**src/rtl/pattern_count_seq_if.sv**
```systemverilog
`default_nettype none
// ============================================================================
// Module      : pattern_count_seq_if
// Description : Shared single-port data-memory bus driven by the sequencer.
// Revision    : 1.0 - initial release
// ============================================================================
interface pattern_count_seq_if;
    logic [7:0] mem_addr;
    logic       mem_rd_en;
    logic [7:0] mem_rdata;
    logic       mem_wr_en;
    logic [7:0] mem_wdata;

    modport master (
        output mem_addr,
        output mem_rd_en,
        output mem_wr_en,
        output mem_wdata,
        input  mem_rdata
    );

    modport slave (
        input  mem_addr,
        input  mem_rd_en,
        input  mem_wr_en,
        input  mem_wdata,
        output mem_rdata
    );
endinterface
`default_nettype wire

```
**src/rtl/pattern_count_seq.sv**
```systemverilog
`default_nettype none
// ============================================================================
// Module      : pattern_count_seq
// Description : Reads a 5-bit pattern and a message string from memory, counts
//               in-byte / any-in-byte / stream-wide matches, writes them back.
// Revision    : 1.0 - initial release
// ============================================================================
module pattern_count_seq #(
    parameter int STR_BASE = 0,
    parameter int STR_LEN  = 32,
    parameter int PAT_ADDR = 32,
    parameter int RES_ADDR = 33
) (
    input  wire logic                clk,
    input  wire logic                reset,
    input  wire logic                i_start,
    output logic                     o_done,
    output logic                     o_busy,
    pattern_count_seq_if.master      bus
);

    localparam int              KW        = $clog2(STR_LEN + 1);
    localparam logic [KW-1:0]   c_K_LAST  = KW'(STR_LEN);
    localparam logic [KW-1:0]   c_K_ONE   = KW'(1);
    localparam logic [7:0]      c_PAT_A   = 8'(PAT_ADDR);
    localparam logic [7:0]      c_STR_A   = 8'(STR_BASE);
    localparam logic [7:0]      c_RES0_A  = 8'(RES_ADDR);
    localparam logic [7:0]      c_RES1_A  = 8'(RES_ADDR + 1);
    localparam logic [7:0]      c_RES2_A  = 8'(RES_ADDR + 2);

    typedef enum logic [2:0] {
        S_IDLE = 3'd0,
        S_PAT  = 3'd1,
        S_SCAN = 3'd2,
        S_WR0  = 3'd3,
        S_WR1  = 3'd4,
        S_WR2  = 3'd5,
        S_DONE = 3'd6
    } state_t;

    state_t         r_state;
    state_t         w_next;
    logic           r_busy;
    logic           r_done;

    logic [KW-1:0]  r_k;
    logic [4:0]     r_pat;
    logic [7:0]     r_prev;
    logic [7:0]     r_ctb;
    logic [7:0]     r_cto;
    logic [7:0]     r_cts;

    logic [7:0]     w_addr;
    logic           w_rd_en;
    logic           w_wr_en;
    logic [7:0]     w_wdata;
    logic           w_accept;

    logic [7:0]     w_b;
    logic [3:0]     w_in_hit;
    logic [3:0]     w_x_hit;
    logic [2:0]     w_in_cnt;
    logic [2:0]     w_x_cnt;
    logic           w_cross_en;

    assign w_accept = ((r_state == S_IDLE) || (r_state == S_DONE)) && i_start;

    // ------------------------------------------------------------------------
    // Next state and memory-port decode (state and k only, never mem_rdata)
    // ------------------------------------------------------------------------
    always_comb begin
        w_next  = r_state;
        w_addr  = 8'd0;
        w_rd_en = 1'b0;
        w_wr_en = 1'b0;
        w_wdata = 8'd0;
        case (r_state)
            S_IDLE: begin
                if (i_start) w_next = S_PAT;
            end
            S_PAT: begin
                w_addr  = c_PAT_A;
                w_rd_en = 1'b1;
                w_next  = S_SCAN;
            end
            S_SCAN: begin
                if (r_k != c_K_LAST) begin
                    w_addr  = c_STR_A + 8'(r_k);
                    w_rd_en = 1'b1;
                end else begin
                    w_next  = S_WR0;
                end
            end
            S_WR0: begin
                w_addr  = c_RES0_A;
                w_wr_en = 1'b1;
                w_wdata = r_ctb;
                w_next  = S_WR1;
            end
            S_WR1: begin
                w_addr  = c_RES1_A;
                w_wr_en = 1'b1;
                w_wdata = r_cto;
                w_next  = S_WR2;
            end
            S_WR2: begin
                w_addr  = c_RES2_A;
                w_wr_en = 1'b1;
                w_wdata = r_cts;
                w_next  = S_DONE;
            end
            S_DONE: begin
                if (i_start) w_next = S_PAT;
            end
            default: begin
                w_next = S_IDLE;
            end
        endcase
    end

    assign bus.mem_addr  = w_addr;
    assign bus.mem_rd_en = w_rd_en;
    assign bus.mem_wr_en = w_wr_en;
    assign bus.mem_wdata = w_wdata;

    always_ff @(posedge clk or negedge reset) begin
        if (!reset) begin
            r_state <= S_IDLE;
            r_busy  <= 1'b0;
            r_done  <= 1'b0;
        end else begin
            r_state <= w_next;
            r_busy  <= (w_next != S_IDLE) && (w_next != S_DONE);
            r_done  <= (w_next == S_DONE);
        end
    end

    assign o_busy = r_busy;
    assign o_done = r_done;

    // ------------------------------------------------------------------------
    // Window matching on the byte returned for the previous cycle's read
    // ------------------------------------------------------------------------
    assign w_b = bus.mem_rdata;

    assign w_in_hit[3] = (w_b[7:3] == r_pat);
    assign w_in_hit[2] = (w_b[6:2] == r_pat);
    assign w_in_hit[1] = (w_b[5:1] == r_pat);
    assign w_in_hit[0] = (w_b[4:0] == r_pat);

    assign w_x_hit[3]  = ({r_prev[3:0], w_b[7]}   == r_pat);
    assign w_x_hit[2]  = ({r_prev[2:0], w_b[7:6]} == r_pat);
    assign w_x_hit[1]  = ({r_prev[1:0], w_b[7:5]} == r_pat);
    assign w_x_hit[0]  = ({r_prev[0],   w_b[7:4]} == r_pat);

    always_comb begin
        w_in_cnt = 3'd0;
        w_x_cnt  = 3'd0;
        for (int i = 0; i < 4; i++) begin
            w_in_cnt = w_in_cnt + 3'(w_in_hit[i]);
            w_x_cnt  = w_x_cnt  + 3'(w_x_hit[i]);
        end
    end

    // The first message byte has no predecessor, so it only has in-byte windows
    assign w_cross_en = (r_k != c_K_ONE);

    always_ff @(posedge clk or negedge reset) begin
        if (!reset) begin
            r_k    <= '0;
            r_pat  <= 5'd0;
            r_prev <= 8'd0;
            r_ctb  <= 8'd0;
            r_cto  <= 8'd0;
            r_cts  <= 8'd0;
        end else if (w_accept) begin
            r_k    <= '0;
            r_pat  <= 5'd0;
            r_prev <= 8'd0;
            r_ctb  <= 8'd0;
            r_cto  <= 8'd0;
            r_cts  <= 8'd0;
        end else if (r_state == S_PAT) begin
            r_k    <= '0;
        end else if (r_state == S_SCAN) begin
            if (r_k == '0) begin
                r_pat  <= w_b[4:0];
            end else begin
                r_ctb  <= r_ctb + 8'(w_in_cnt);
                r_cto  <= r_cto + 8'(w_in_cnt != 3'd0);
                r_cts  <= r_cts + 8'(w_in_cnt) + (w_cross_en ? 8'(w_x_cnt) : 8'd0);
                r_prev <= w_b;
            end
            if (r_k != c_K_LAST) r_k <= r_k + c_K_ONE;
        end
    end

endmodule
`default_nettype wire

```
**src/flat_wrapper.sv**
```systemverilog
// flat-port wrapper written by rule: the top's interface ports become plain ports
module pattern_count_seq_flat 
#(
    parameter int STR_BASE = 0,
    parameter int STR_LEN  = 32,
    parameter int PAT_ADDR = 32,
    parameter int RES_ADDR = 33
)
  (clk, reset, i_start, o_done, o_busy, bus_mem_addr, bus_mem_rd_en, bus_mem_wr_en, bus_mem_wdata, bus_mem_rdata);
  pattern_count_seq_if bus_i ();
  input  wire logic clk;
  input  wire logic reset;
  input  wire logic i_start;
  output logic o_done;
  output logic o_busy;
  output wire logic [$bits(bus_i.mem_addr)-1:0] bus_mem_addr;
  output wire logic [$bits(bus_i.mem_rd_en)-1:0] bus_mem_rd_en;
  output wire logic [$bits(bus_i.mem_wr_en)-1:0] bus_mem_wr_en;
  output wire logic [$bits(bus_i.mem_wdata)-1:0] bus_mem_wdata;
  input wire logic [$bits(bus_i.mem_rdata)-1:0] bus_mem_rdata;
  assign bus_mem_addr = bus_i.mem_addr;
  assign bus_mem_rd_en = bus_i.mem_rd_en;
  assign bus_mem_wr_en = bus_i.mem_wr_en;
  assign bus_mem_wdata = bus_i.mem_wdata;
  assign bus_i.mem_rdata = bus_mem_rdata;
  pattern_count_seq #(.STR_BASE(STR_BASE), .STR_LEN(STR_LEN), .PAT_ADDR(PAT_ADDR), .RES_ADDR(RES_ADDR)) u_core (.clk(clk), .reset(reset), .i_start(i_start), .o_done(o_done), .o_busy(o_busy), .bus(bus_i));
endmodule
```
**config.mk**
```make
export PLATFORM = sky130hd
export DESIGN_NAME = pattern_count_seq_flat
export DESIGN_NICKNAME = d
export VERILOG_FILES = /design/src/rtl/pattern_count_seq_if.sv /design/src/rtl/pattern_count_seq.sv /design/src/flat_wrapper.sv
export SDC_FILE = /design/constraint.sdc
export NUM_CORES = 1
export LEC_CHECK = 0
export BUFFER_PORTS_ARGS = -buffer_cell sky130_fd_sc_hd__buf_2
export CAP_MARGIN = 20
export CORE_AREA = 2 2 67 133
export CTS_CLUSTER_DIAMETER = 120
export CTS_CLUSTER_SIZE = 12
export DETAILED_ROUTE_END_ITERATION = 16
export DIE_AREA = 0 0 69 135
export PLACE_DENSITY_LB_ADDON = 0.25
export SLEW_MARGIN = 20
export SYNTH_ARGS = -nofsm -noshare
export SYNTH_HDL_FRONTEND = slang
export SYNTH_SLANG_ARGS = --single-unit
```
**constraint.sdc**
```tcl
create_clock -name clk -period 4.6 [get_ports clk]
set_input_delay 0.46 -clock clk [delete_from_list [all_inputs] [get_ports clk]]
set_output_delay 0.46 -clock clk [all_outputs]
set_load 0.05 [all_outputs]
```
==> out/summary.txt, run 1 <==
CP endpoint kind: register
Vias per cell: 5.43
Routed via count: 2624
Outcome: completed
Hpwl dp: 6.00 mm
Worst-Margin Slew: 1.02 ns
R2R Setup Slk: 0.68 ns
Yosys top cell area share: 0.332
Worst skew pair latency: 0.29 ns
Storage cell area: 0.00110 mm²
Post-Route Setup TNS: 0 ns
Port buffer count: 28
Post-CTS Setup Inserts: 0
Vias in the first global route: 2721
Die Area: 0.00932 mm²
CTS buffer count: 5
R2R depth: 14
CTS tree: built
Syn Area/Cell: 8.80 µm²
Routability congestion estimate: 0.822
Worst Skew: 0.00342 ns
Syn Inst Count: 377
Crit Path Max Fanout: 9
Launching element type of the critical path: register
Initial DRC Count: 124
Yosys Warn Count: 0
Die W: 69 µm
I/O pin count: 31
Worst Hold Class: input port to asynchronous set/reset pin
Unrepaired setup endpoints after global routing: false
WL final: 8.02 mm
Top-count cell post-synth: nand2_1
CP arrival: 4.14 ns
Register bit total from synthesis: 44
Most area-consuming cells after synthesis: dfrtp_1 (33%), xnor2_1 (7.4%), ha_1 (6.0%)
Final Slew Violations: 0
Leading area contributor after synthesis: dfrtp_1
Synth cell types: 50
Hold Buf Count CTS: 0
Hold Fails Final Rpt: 0
Commonest cells post-synth: nand2_1 (50), dfrtp_1 (44), xnor2_1 (28), a21oi_1 (23)
R2R Path Start: u_core.r_pat[3]
Final core utilization: 0.436
Max H-tree Level: 2
Core Rows: 47
Leak pwr: 0.00163 µW
Mapped Area: 0.00332 mm²
CTS root buffer: clkbuf_16
Final Cycle Share: 0.853
Max_slew headroom: 0.318
Period minus WS final: 3.92 ns
Core area: 0.00823 mm²
EDFF count, synth: 0
Drt wl/cell: 16.6 µm
Final Setup Violations: 0
Power Density: 579 mW/mm²
First-pass GRT wire length: 13.3 mm
Reg2reg end: u_core.r_cts[5]
Total power: 2080 µW
Total GRT Usage: 0.181
Grt ovf: 0
DR DRC count: 0
Max VDD drop: 0.000309 V
Hold slack: 0.254 ns
P&R area growth vs syn: 8.22%
Placed inst area: 0.00344 mm²
Final instance area: 0.00359 mm²
Final nets: 418
PostCTS Resize Cnt: 0
Number of diodes: 0
Clock buffer depth: 2
Share of cells above drive strength 1: 0.109
Largest net degree at the start of global routing: 45
Router iterations before antenna repair: 4
Worst-path clk slew: 0.06 ns
ANT nets after route: 0
Seq/Total Area, Yosys: 0.332
Max-cap violations: 0
TritonCTS Sinks: 44
Area occupied by multi-input gates: 0.00199 mm²
Fill count: 837
Overall die height: 135 µm
Ys async rst share: 1.00
Starting Density: 0.403
Dominant synthesized flop cell: dfrtp_1
Required @ worst endpoint: 4.81 ns
Fmax: 255 MHz
Crit Path Class: register to register
Initial antenna violation count: 0
[registers in the layout, indices dropped and copies added (netlist names)]
signal,flops
u_core.r_pat,5
u_core.r_state,3
u_core.r_cto,8
u_core.r_k,6
u_core.r_cts,8
u_core.o_busy,1
u_core.o_done,1
u_core.r_ctb,8
u_core.r_prev,4
[per-layer routing]
metal | track usage | routed length [µm] | share of wire | vias to the layer above
li1 | - | - | - | 1286
met1 | 0.181 | 3050 | 0.38 | 1283
met2 | 0.355 | 4480 | 0.56 | 40
met3 | 0.0269 | 175 | 0.022 | 15
met4 | 0.0904 | 308 | 0.038 | 0
met5 | 0 | 0 | 0 | -
[worst max-delay path, cell delays in order (launching register included)]
cell	delay, ns
dfrtp_1	0.61
xnor2_1	0.17
nand3_1	0.10
nor3_1	0.23
ha_1	0.29
fa_1	0.40
ha_1	0.28
nand2_1	0.06
fa_1	0.50
inv_1	0.04
ha_1	0.21
fa_1	0.42
a21oi_1	0.19
nand3b_1	0.15
mux2i_1	0.18
[layout make-up]
type	instances	share of cell area
multi-input cells	283	0.555
inverters	21	0.0220
well taps	98	0.0342
flip-flops and latches	44	0.307
repair buffers	29	0.0411
clock buffers	8	0.0408
[cell usage in the layout, fill, tap and decap left out, types with 12 or more instances in the layout]
| master | n |
|---|---|
| nand2_1 | 50 |
| ha_1 | 16 |
| buf_2 | 28 |
| xnor2_1 | 28 |
| nand3_1 | 15 |
| nor2_1 | 21 |
| dfrtp_1 | 44 |
| inv_1 | 21 |
| a21oi_1 | 23 |
| xor2_1 | 21 |
| nor3_1 | 12 |
| mux2i_1 | 19 |
| o21ai_0 | 12 |
[through the flow]
step	cells	worst slack [ns]
after floorplan	378	0.819
after global placement	475	0.768
after detailed placement	475	0.677
after CTS	483	0.657
after global routing	483	0.381
final	483	0.677
[report_power, final]
group          leakage (µW)  internal (µW)  switching (µW)
clock network     0.0000712            217             152
logic              0.000963            400             614
registers          0.000598            473             222
[worst max path at each step]
stage,from,endpoint,slack (ns),depth (start not counted)
after floorplan,bus_mem_rdata[4],u_core.r_cts[5],0.82,15
after global placement,bus_mem_rdata[7],u_core.r_cts[5],0.77,15
after detailed placement,bus_mem_rdata[7],u_core.r_cts[5],0.68,15
after CTS,u_core.r_pat[3],u_core.r_cts[5],0.66,14
after global routing,u_core.r_pat[4],u_core.r_cts[5],0.38,14
final,u_core.r_pat[3],u_core.r_cts[5],0.68,14
[logic make-up after synthesis]
logic type | after synthesis | synth area share
and+or+nand+nor | 126 | 0.187
AOI/OAI and AO/OA | 64 | 0.122
buffers and inverters | 51 | 0.0683
xor gates and xnor gates | 49 | 0.129
DFF | 44 | 0.332
adders and majority gates | 23 | 0.103
muxes | 19 | 0.0573
other | 1 | 0.00113
No activity file was read; power rests on OpenSTA's default activity.
==> run 2, diff against run 1 <==
CELL_PAD_IN_SITES_DETAIL_PLACEMENT = 1   (was not set)
CELL_PAD_IN_SITES_GLOBAL_PLACEMENT = 1   (was not set)
==> run 2 against run 1 <==
Largest cell class unchanged. Hold slack is essentially flat. Cell area increased by 0.52%. Final cell count grew 0.21%. Via count up 1.6%. Total power grew 0.85%. Clock skew rose by 0.00070 ns. Fmax down 2.1%. Critical path depth is the same. Setup slack worse by 0.085 ns. Count of clock-buffer cells in the layout fell by 1. Largest power group unchanged.
==> out/summary.txt, run 2 (synthesis gave the netlist of run 1 again) <==
Outcome: completed (unchanged)
Max H-tree Level: 2 (unchanged)
Max VDD drop: 0.000316 V (was 0.000309 V)
Final core utilization: 0.438 (was 0.436)
Post-Route Setup TNS: 0 ns (unchanged)
Total GRT Usage: 0.195 (was 0.181)
Initial antenna violation count: 0 (unchanged)
Most frequent cells in the layout: nand2_1 (50), dfrtp_1 (44), xnor2_1 (28), buf_2 (28), a21oi_1 (23) (unchanged)
Hold Fails Final Rpt: 0 (unchanged)
Unrepaired setup endpoints after global routing: false (unchanged)
Die W: 69 µm (unchanged)
I/O pin count: 31 (unchanged)
Port buffer count: 28 (unchanged)
Power Density: 581 mW/mm² (was 579 mW/mm²)
Routed via count: 2667 (was 2624)
CP endpoint kind: register (unchanged)
Vias per cell: 5.51 (was 5.43)
Vias in the first global route: 2846 (was 2721)
Commonest non-fill, non-tap cell in the layout: nand2_1 (unchanged)
ANT nets after route: 0 (unchanged)
Crit Path Class: register to register (unchanged)
Largest net degree at the start of global routing: 45 (unchanged)
Final nets: 419 (was 418)
CP arrival: 4.23 ns (was 4.14 ns)
Largest regs: u_core.r_ctb x8, u_core.r_cto x8, u_core.r_cts x8 (unchanged)
Overall die height: 135 µm (unchanged)
R2R Path Start: u_core.r_pat[0] (was u_core.r_pat[3])
Worst Skew: 0.00412 ns (was 0.00342 ns)
Fill count: 988 (was 837)
Die Area: 0.00932 mm² (unchanged)
Period minus WS final: 4.01 ns (was 3.92 ns)
Core area: 0.00823 mm² (unchanged)
Required @ worst endpoint: 4.82 ns (was 4.81 ns)
Hpwl dp: 6.42 mm (was 6.00 mm)
Drt wl/cell: 17.6 µm (was 16.6 µm)
Crit Path Max Fanout: 9 (unchanged)
Storage cell area: 0.00110 mm² (unchanged)
Final Cycle Share: 0.871 (was 0.853)
Worst-Margin Slew: 0.944 ns (was 1.02 ns)
Final Setup Violations: 0 (unchanged)
Leak pwr: 0.00164 µW (was 0.00163 µW)
Worst Hold Class: input port to asynchronous set/reset pin (unchanged)
Grt ovf: 0 (unchanged)
R2R depth: 14 (unchanged)
Core Rows: 47 (unchanged)
PostCTS Resize Cnt: 0 (unchanged)
Post-CTS Setup Inserts: 0 (unchanged)
Launching element type of the critical path: register (unchanged)
WL final: 8.51 mm (was 8.02 mm)
Worst skew pair latency: 0.29 ns (about the same)
Worst-path clk slew: 0.06 ns (about the same)
Share of cells above drive strength 1: 0.114 (was 0.109)
P&R area growth vs syn: 8.79% (was 8.22%)
Starting Density: 0.403 (unchanged)
Max_slew headroom: 0.371 (was 0.318)
Router iterations before antenna repair: 4 (unchanged)
Initial DRC Count: 91 (was 124)
First-pass GRT wire length: 14.3 mm (was 13.3 mm)
Number of diodes: 0 (unchanged)
Clock buffer depth: 2 (unchanged)
Hold Buf Count CTS: 0 (unchanged)
CTS root buffer: clkbuf_16 (unchanged)
Final Slew Violations: 0 (unchanged)
Worst Setup SP: u_core.r_pat[0] (was u_core.r_pat[3])
TritonCTS Sinks: 44 (unchanged)
Max-cap violations: 0 (unchanged)
CTS buffer count: 5 (unchanged)
Routability congestion estimate: 0.767 (was 0.822)
Fmax: 250 MHz (was 255 MHz)
DR DRC count: 0 (unchanged)
Area occupied by multi-input gates: 0.00199 mm² (unchanged)
CTS tree: built (unchanged)
-- run 2: cell count changes in the layout (fill, tap and decap cells not counted), sizes merged --
cell      before  now
buf           29   30
clkbuf         8    7
clkinvlp       0    1
-- run 2: worst max-delay path, stage by stage (launching register included) --
cell	delay (ns)
dfrtp_1	0.54
xnor2_1	0.30
nand3_1	0.10
nor3_1	0.25
ha_1	0.29
fa_1	0.41
ha_1	0.29
nand2_1	0.06
fa_1	0.51
inv_1	0.04
ha_1	0.21
fa_1	0.41
a21oi_1	0.20
nand3b_1	0.15
mux2i_1	0.18
-- run 2: final cells by class --
cell class / instances / share of cell area
clock buffer: 7 / 0.0395
clock inverter: 1 / 0.00208
inverter: 21 / 0.0218
multi-input combinational: 283 / 0.552
sequential: 44 / 0.305
tap: 98 / 0.0340
timing repair buffer: 30 / 0.0451
-- run 2: stage by stage --
step | setup WS [ns] | instance area, µm² | instances | hold WS [ns] | total power, µW
global placement | 0.617 | 3440 | 475 | 0.489 | 1700
finish | 0.592 | 3610 | 484 | 0.254 | 2100
CTS | 0.542 | 3590 | 483 | 0.278 | 2120
detailed placement | 0.571 | 3440 | 475 | 0.493 | 1730
floorplan | 0.819 | 3320 | 378 | 0.164 | 1500
global route | 0.375 | 3610 | 484 | 0.316 | 2270
-- run 2: power breakdown --
part	internal (µW)	switching (µW)
clock network	217	156
registers	472	233
logic	407	611
-- run 2: worst paths after layout --
kind / slack, ns / to
max: 0.59 / u_core.r_cts[5]
min: 0.25 / u_core.o_done
max reg2reg: 0.59 / u_core.r_cts[5]
min reg2reg: 0.51 / u_core.r_cts[7]
max in group asynchronous: 3.94 / u_core.r_cts[2]
min in group clk: 0.45 / u_core.r_prev[0]
-- run 2: routing by layer --
layer,vias up,global-route usage,wire [µm]
met1,1340,0.205,3250
met4,0,0.0839,219
met3,11,0.0254,152
met2,40,0.377,4880
li1,1276,-,-
met5,-,0,0
